[src/rtl/pc_trace_pkg.sv]
// pc_trace_pkg: shared types and mode constants for the PC trace recorder.
// trace_entry_t is the default-width entry; the buffer builds its own per-instance copy.
package pc_trace_pkg;

  localparam int PC_W_DEF    = 64;
  localparam int INSTR_W_DEF = 32;

  // FILTER modes
  localparam int FILTER_ANY  = 0;
  localparam int FILTER_COND = 1;

  // WRAP modes
  localparam int WRAP_DROP      = 0;
  localparam int WRAP_OVERWRITE = 1;

  typedef struct packed {
    logic [PC_W_DEF-1:0]    pc;
    logic [INSTR_W_DEF-1:0] instr;
    logic                   kind;
  } trace_entry_t;

endpackage

[src/rtl/pc_trace_buffer_ram.sv]
// trace_ram: DEPTH x W register array, one write port, one registered read port.
// Ports: i_we/i_waddr/i_wdata write; i_re/i_raddr read; o_rdata holds last read, 0 on reset.
module trace_ram
  import pc_trace_pkg::*;
#(
  parameter int W     = 97,
  parameter int DEPTH = 16,
  parameter int AW    = $clog2(DEPTH)
) (
  input  logic          clk,
  input  logic          reset,
  input  logic          i_we,
  input  logic [AW-1:0] i_waddr,
  input  logic [W-1:0]  i_wdata,
  input  logic          i_re,
  input  logic [AW-1:0] i_raddr,
  output logic [W-1:0]  o_rdata
);

  logic [W-1:0] r_mem [DEPTH];
  logic [W-1:0] r_rdata;

  always_ff @(posedge clk) begin
    if (i_we) r_mem[i_waddr] <= i_wdata;
  end

  // Read sees the pre-edge array, so a same-edge overwrite
  // of the slot being popped still returns the old entry.
  always_ff @(posedge clk) begin
    if (reset)     r_rdata <= '0;
    else if (i_re) r_rdata <= r_mem[i_raddr];
  end

  assign o_rdata = r_rdata;

endmodule

[src/rtl/pc_trace_buffer.sv]
// pc_trace_buffer: circular trace of {PC, instr, kind} captured on PC-update strobes.
// In: Enable/PCOut/IMemOut/PCWrite/PCWriteCond capture, RdReq pop. Out: Rd*, Count/Empty/Full, OvfCount.
module pc_trace_buffer
  import pc_trace_pkg::*;
#(
  parameter int PC_W    = 64,
  parameter int INSTR_W = 32,
  parameter int DEPTH   = 16,
  parameter int FILTER  = 0,
  parameter int WRAP    = 1,
  parameter int OVF_W   = 16
) (
  input  logic                       clk,
  input  logic                       reset,
  input  logic                       Enable,
  input  logic [PC_W-1:0]            PCOut,
  input  logic [INSTR_W-1:0]         IMemOut,
  input  logic                       PCWrite,
  input  logic                       PCWriteCond,
  input  logic                       RdReq,
  output logic                       RdValid,
  output logic [PC_W-1:0]            RdPC,
  output logic [INSTR_W-1:0]         RdInstr,
  output logic                       RdKind,
  output logic [$clog2(DEPTH+1)-1:0] Count,
  output logic                       Empty,
  output logic                       Full,
  output logic [OVF_W-1:0]           OvfCount
);

  localparam int AW = $clog2(DEPTH);
  localparam int CW = $clog2(DEPTH+1);
  localparam logic [CW-1:0] FULL_CNT = CW'(DEPTH);
  localparam logic [OVF_W-1:0] OVF_MAX = '1;
  localparam bit P_WRAP = (WRAP == WRAP_OVERWRITE);
  localparam bit P_COND = (FILTER == FILTER_COND);

  typedef struct packed {
    logic [PC_W-1:0]    pc;
    logic [INSTR_W-1:0] instr;
    logic               kind;
  } entry_t;

  logic [AW-1:0]    r_wr_ptr;
  logic [AW-1:0]    r_rd_ptr;
  logic [CW-1:0]    r_count;
  logic [OVF_W-1:0] r_ovf;
  logic             r_rd_valid;

  logic   w_trig;
  logic   w_cap;
  logic   w_empty;
  logic   w_full;
  logic   w_pop;
  logic   w_ovf;
  logic   w_we;
  logic   w_rd_adv;
  entry_t w_wdata;
  entry_t w_rdata;

  assign w_trig  = P_COND ? PCWriteCond : (PCWrite | PCWriteCond);
  assign w_cap   = Enable & w_trig;
  assign w_empty = (r_count == '0);
  assign w_full  = (r_count == FULL_CNT);
  // Pop never bypasses a same-cycle write into an empty buffer.
  assign w_pop   = RdReq & ~w_empty;
  // Full with no pop to make room: overwrite or drop.
  assign w_ovf   = w_cap & w_full & ~w_pop;
  assign w_we    = w_cap & (~w_ovf | P_WRAP);
  // Overwriting the oldest slot drags the read pointer along.
  assign w_rd_adv = w_pop | (w_ovf & P_WRAP);

  assign w_wdata = '{pc: PCOut, instr: IMemOut, kind: PCWriteCond};

  always_ff @(posedge clk) begin
    if (reset) begin
      r_wr_ptr   <= '0;
      r_rd_ptr   <= '0;
      r_count    <= '0;
      r_ovf      <= '0;
      r_rd_valid <= 1'b0;
    end else begin
      r_rd_valid <= w_pop;
      if (w_we)     r_wr_ptr <= r_wr_ptr + AW'(1);
      if (w_rd_adv) r_rd_ptr <= r_rd_ptr + AW'(1);
      if (w_we && !w_rd_adv)     r_count <= r_count + CW'(1);
      else if (!w_we && w_pop)   r_count <= r_count - CW'(1);
      if (w_ovf && r_ovf != OVF_MAX) r_ovf <= r_ovf + OVF_W'(1);
    end
  end

  trace_ram #(
    .W     ($bits(entry_t)),
    .DEPTH (DEPTH)
  ) u_ram (
    .clk     (clk),
    .reset   (reset),
    .i_we    (w_we),
    .i_waddr (r_wr_ptr),
    .i_wdata (w_wdata),
    .i_re    (w_pop),
    .i_raddr (r_rd_ptr),
    .o_rdata (w_rdata)
  );

  assign RdValid  = r_rd_valid;
  assign RdPC     = w_rdata.pc;
  assign RdInstr  = w_rdata.instr;
  assign RdKind   = w_rdata.kind;
  assign Count    = r_count;
  assign Empty    = w_empty;
  assign Full     = w_full;
  assign OvfCount = r_ovf;

endmodule

[config.mk]
export PLATFORM = sky130hd
export DESIGN_NAME = pc_trace_buffer
export DESIGN_NICKNAME = d
export VERILOG_FILES = /design/src/rtl/pc_trace_pkg.sv /design/src/rtl/pc_trace_buffer_ram.sv /design/src/rtl/pc_trace_buffer.sv
export SDC_FILE = /design/constraint.sdc
export NUM_CORES = 2
export LEC_CHECK = 0
export CAP_MARGIN = 20
export CELL_PAD_IN_SITES_DETAIL_PLACEMENT = 1
export CELL_PAD_IN_SITES_GLOBAL_PLACEMENT = 1
export CORE_AREA = 2 2 266 466
export DETAILED_ROUTE_END_ITERATION = 8
export DIE_AREA = 0 0 268 468
export PLACE_DENSITY = 0.75
export SKIP_LAST_GASP = 1
export SLEW_MARGIN = 20
export SYNTH_ARGS = -nofsm -noshare
export SYNTH_HDL_FRONTEND = slang
export SYNTH_SLANG_ARGS = --single-unit
[constraint.sdc]
create_clock -name clk -period 11.6 [get_ports clk]
set_input_delay 2.9 -clock clk [delete_from_list [all_inputs] [get_ports clk]]
set_output_delay 2.9 -clock clk [all_outputs]
set_load 0.01 [all_outputs]
==> run metrics <==
post-synthesis simple-gate area fraction 0.00790; RD Place Congestion 0.767; post-synthesis cell count 2774; critical path arrival 6.55 ns; asr flop ratio synth 0; f_max 162 MHz; Port Buf Inserts 222; drt via density 6.13; setup bufs post-CTS 0; worst setup path start PCWriteCond; final worst path period need 6.17 ns; final hold vios 0; DP Cell Count 4530; via count 29491; Skew-Pair Late Insertion Delay 0.77 ns; Antenna Nets Post-Route 0; post-route setup TNS 0 ns; fin cells 4811; top post-synthesis cells by count edfxtp_1 (1552), mux4_2 (388), dfxtp_1 (127); share of post-route cells with drive strength above 1 0.249; Iter 0 DRT Violations 2357; largest area contributor in the netlist edfxtp_1; clock sink count 1679; core area 122000 sq um; Post-synth EDFFs 1552; GRT overflow 0; status complete, no violations; DP Wirelength 83800 microns; die area 125000 sq um; drt total wl 151000 microns; unrepaired setup endpoints after global routing no; critical path type input pin to register; first-pass GRT wire length 223000 microns; CTS H-tree depth 4; synth warn 0; CTS tree done; max_cap viols 0; initial antenna violation count 13; Post-Synth Adder-Cell Area 0.00211; PnR worst setup slack 5.43 ns; switching share of power 0.243; Netlist cell types 48; PD cells 192 nW/um^2; proportion of synthesized area in mux cells 0.173; TritonRoute pass-1 iters 5; Lkg Pwr 0.0217 uW; reg2reg start r_rd_ptr[1]; wire per inst 31.3 microns; Max transition margin 0.247; fin util 0.590; share of total power in the clock network 0.357; Critical Path Source Type input pin; part of the power in registers 0.504; initial core utilization 0.516; Synth Area per Inst 22.7 sq um; hold wc startpoint u_ram.o_rdata[77]; ys flop type edfxtp_1; largest family of logic cells by synthesized area multiplexers; cts bufs inserted 148; XOR/XNOR share of the synthesized area 0.00278; Critical Path Fanout Max 55; Cell Area, Synth 62900 sq um; Clock Path Buffers 3; sequential share of the synthesized area 0.781; combinational power share 0.139; Yosys reg bits 1679; hold_buf cts 0; # DRC 0; CP endpoint kind register; I/O pin count 223; row cnt 170; Hold/Removal Path Class register to register; post-synthesis net count 2886; Int Power 10500 uW; Clock Skews 0.0293 ns; Synth top area share 0.741; final period utilization 0.532; Final Net Count 3159; vias in the first global route 32984; Slew @ Worst Pin 1.13 ns; Synth Area in Compound Gates 0.0223; peak supply drop 0.185 mV; pre-CTS setup slack 4.61 ns; cts repair resizes 0; largest cells by area after synthesis edfxtp_1 (74%), mux4_2 (14%), dfxtp_1 (4.0%); largest net degree at the start of global routing 143; Clock transition at path regs 0.06 ns; Final Power 13800 uW; DIE HEIGHT 468 microns; final max-slew violation count 0; Die W 268 microns; CTS Root Cell clkbuf_16; count leader, synth edfxtp_1; Final setup viols 0; Net Switching 3350 uW; Critical Path RT 11.98 ns; Synth-to-Final Area Change 14.4%; total track usage 0.248
[metal layers]
metal / wire length, microns / global-route usage / share of wire
met4: 5130 / 0.0946 / 0.034
met1: 55900 / 0.299 / 0.37
met2: 82000 / 0.445 / 0.54
met5: 99 / 0 / 0.00066
met3: 7630 / 0.0397 / 0.051
[path summary, 6_finish.rpt]
path	end	slack, ns	cells past startpoint
worst max-delay path	u_ram.r_mem[2][41]	5.43	6
worst min-delay path	u_ram.o_rdata[77]	0.51	2
worst max register to register	u_ram.o_rdata[41]	7.31	7
worst min register to register	u_ram.o_rdata[77]	0.51	2
[power groups by stage]
stage | clock network [uW] | logic [uW] | registers [uW]
finish | 4930 | 1920 | 6960
global placement | 0 | 1900 | 7080
detailed placement | 0 | 1940 | 7090
CTS | 5020 | 1960 | 6960
global route | 5210 | 2050 | 6970
floorplan | 0 | 1200 | 7030
[placed cells by master, fill, tap and decap left out, drive strengths merged, types with 4 or more instances in the layout]
master	count
diode	5
xnor2	16
clkinvlp	8
a21oi	8
o21ai	99
xor2	4
clkbuf	195
buf	52
a22oi	97
nand4	4
nor2	40
mux2	97
bufinv	10
nand2	16
edfxtp	1552
nor4	4
dfxtp	127
nand3	13
mux4	388
ha	9
clkdlybuf4s50	222
a211oi	4
nor3	10
inv	19
mux2i	103
clkinv	47
[kinds of logic (layout without fill, tap and decap cells)]
family | count (synthesis) | count (layout)
flops | 1679 | 1679
xor+xnor | 20 | 20
simple gates | 102 | 102
compound gates | 220 | 220
fa+ha+maj | 10 | 10
mux | 588 | 588
other cells | 0 | 5
buf+inv | 155 | 553
[final cells by class]
class	instances	area (sq um)
Timing Repair Buffer	274	2700
Clock buffer	195	4100
Tap cell	1634	2040
Fill cell	10049	49900
Clock inverter	80	729
Multi-Input combinational cell	940	13200
Inverter	4	15.0
Antenna cell	5	12.5
Sequential cell	1679	49200
[through the flow]
step / hold slack (ns) / instance area (sq um)
after detailed placement: 0.495 / 67100
after global routing: 0.534 / 71900
after global placement: 0.491 / 67100
after floorplan: 0.478 / 62900
after CTS: 0.513 / 71900
final: 0.510 / 72000
[flip-flops by register name, summed over array words and instances (netlist names)]
signal,flops
r_rd_ptr,4
RdValid,1
u_ram.o_rdata,97
r_wr_ptr,4
u_ram.r_mem,1552
Count,5
OvfCount,16
[critical path: stages]
cell and delay (ns):
clkdlybuf4s50_1 0.95, o21a_1 0.48, nand2_1 0.33, nor3_2 0.23
buf_4 0.66, buf_4 0.86
No activity file was read; power rests on OpenSTA's default activity.
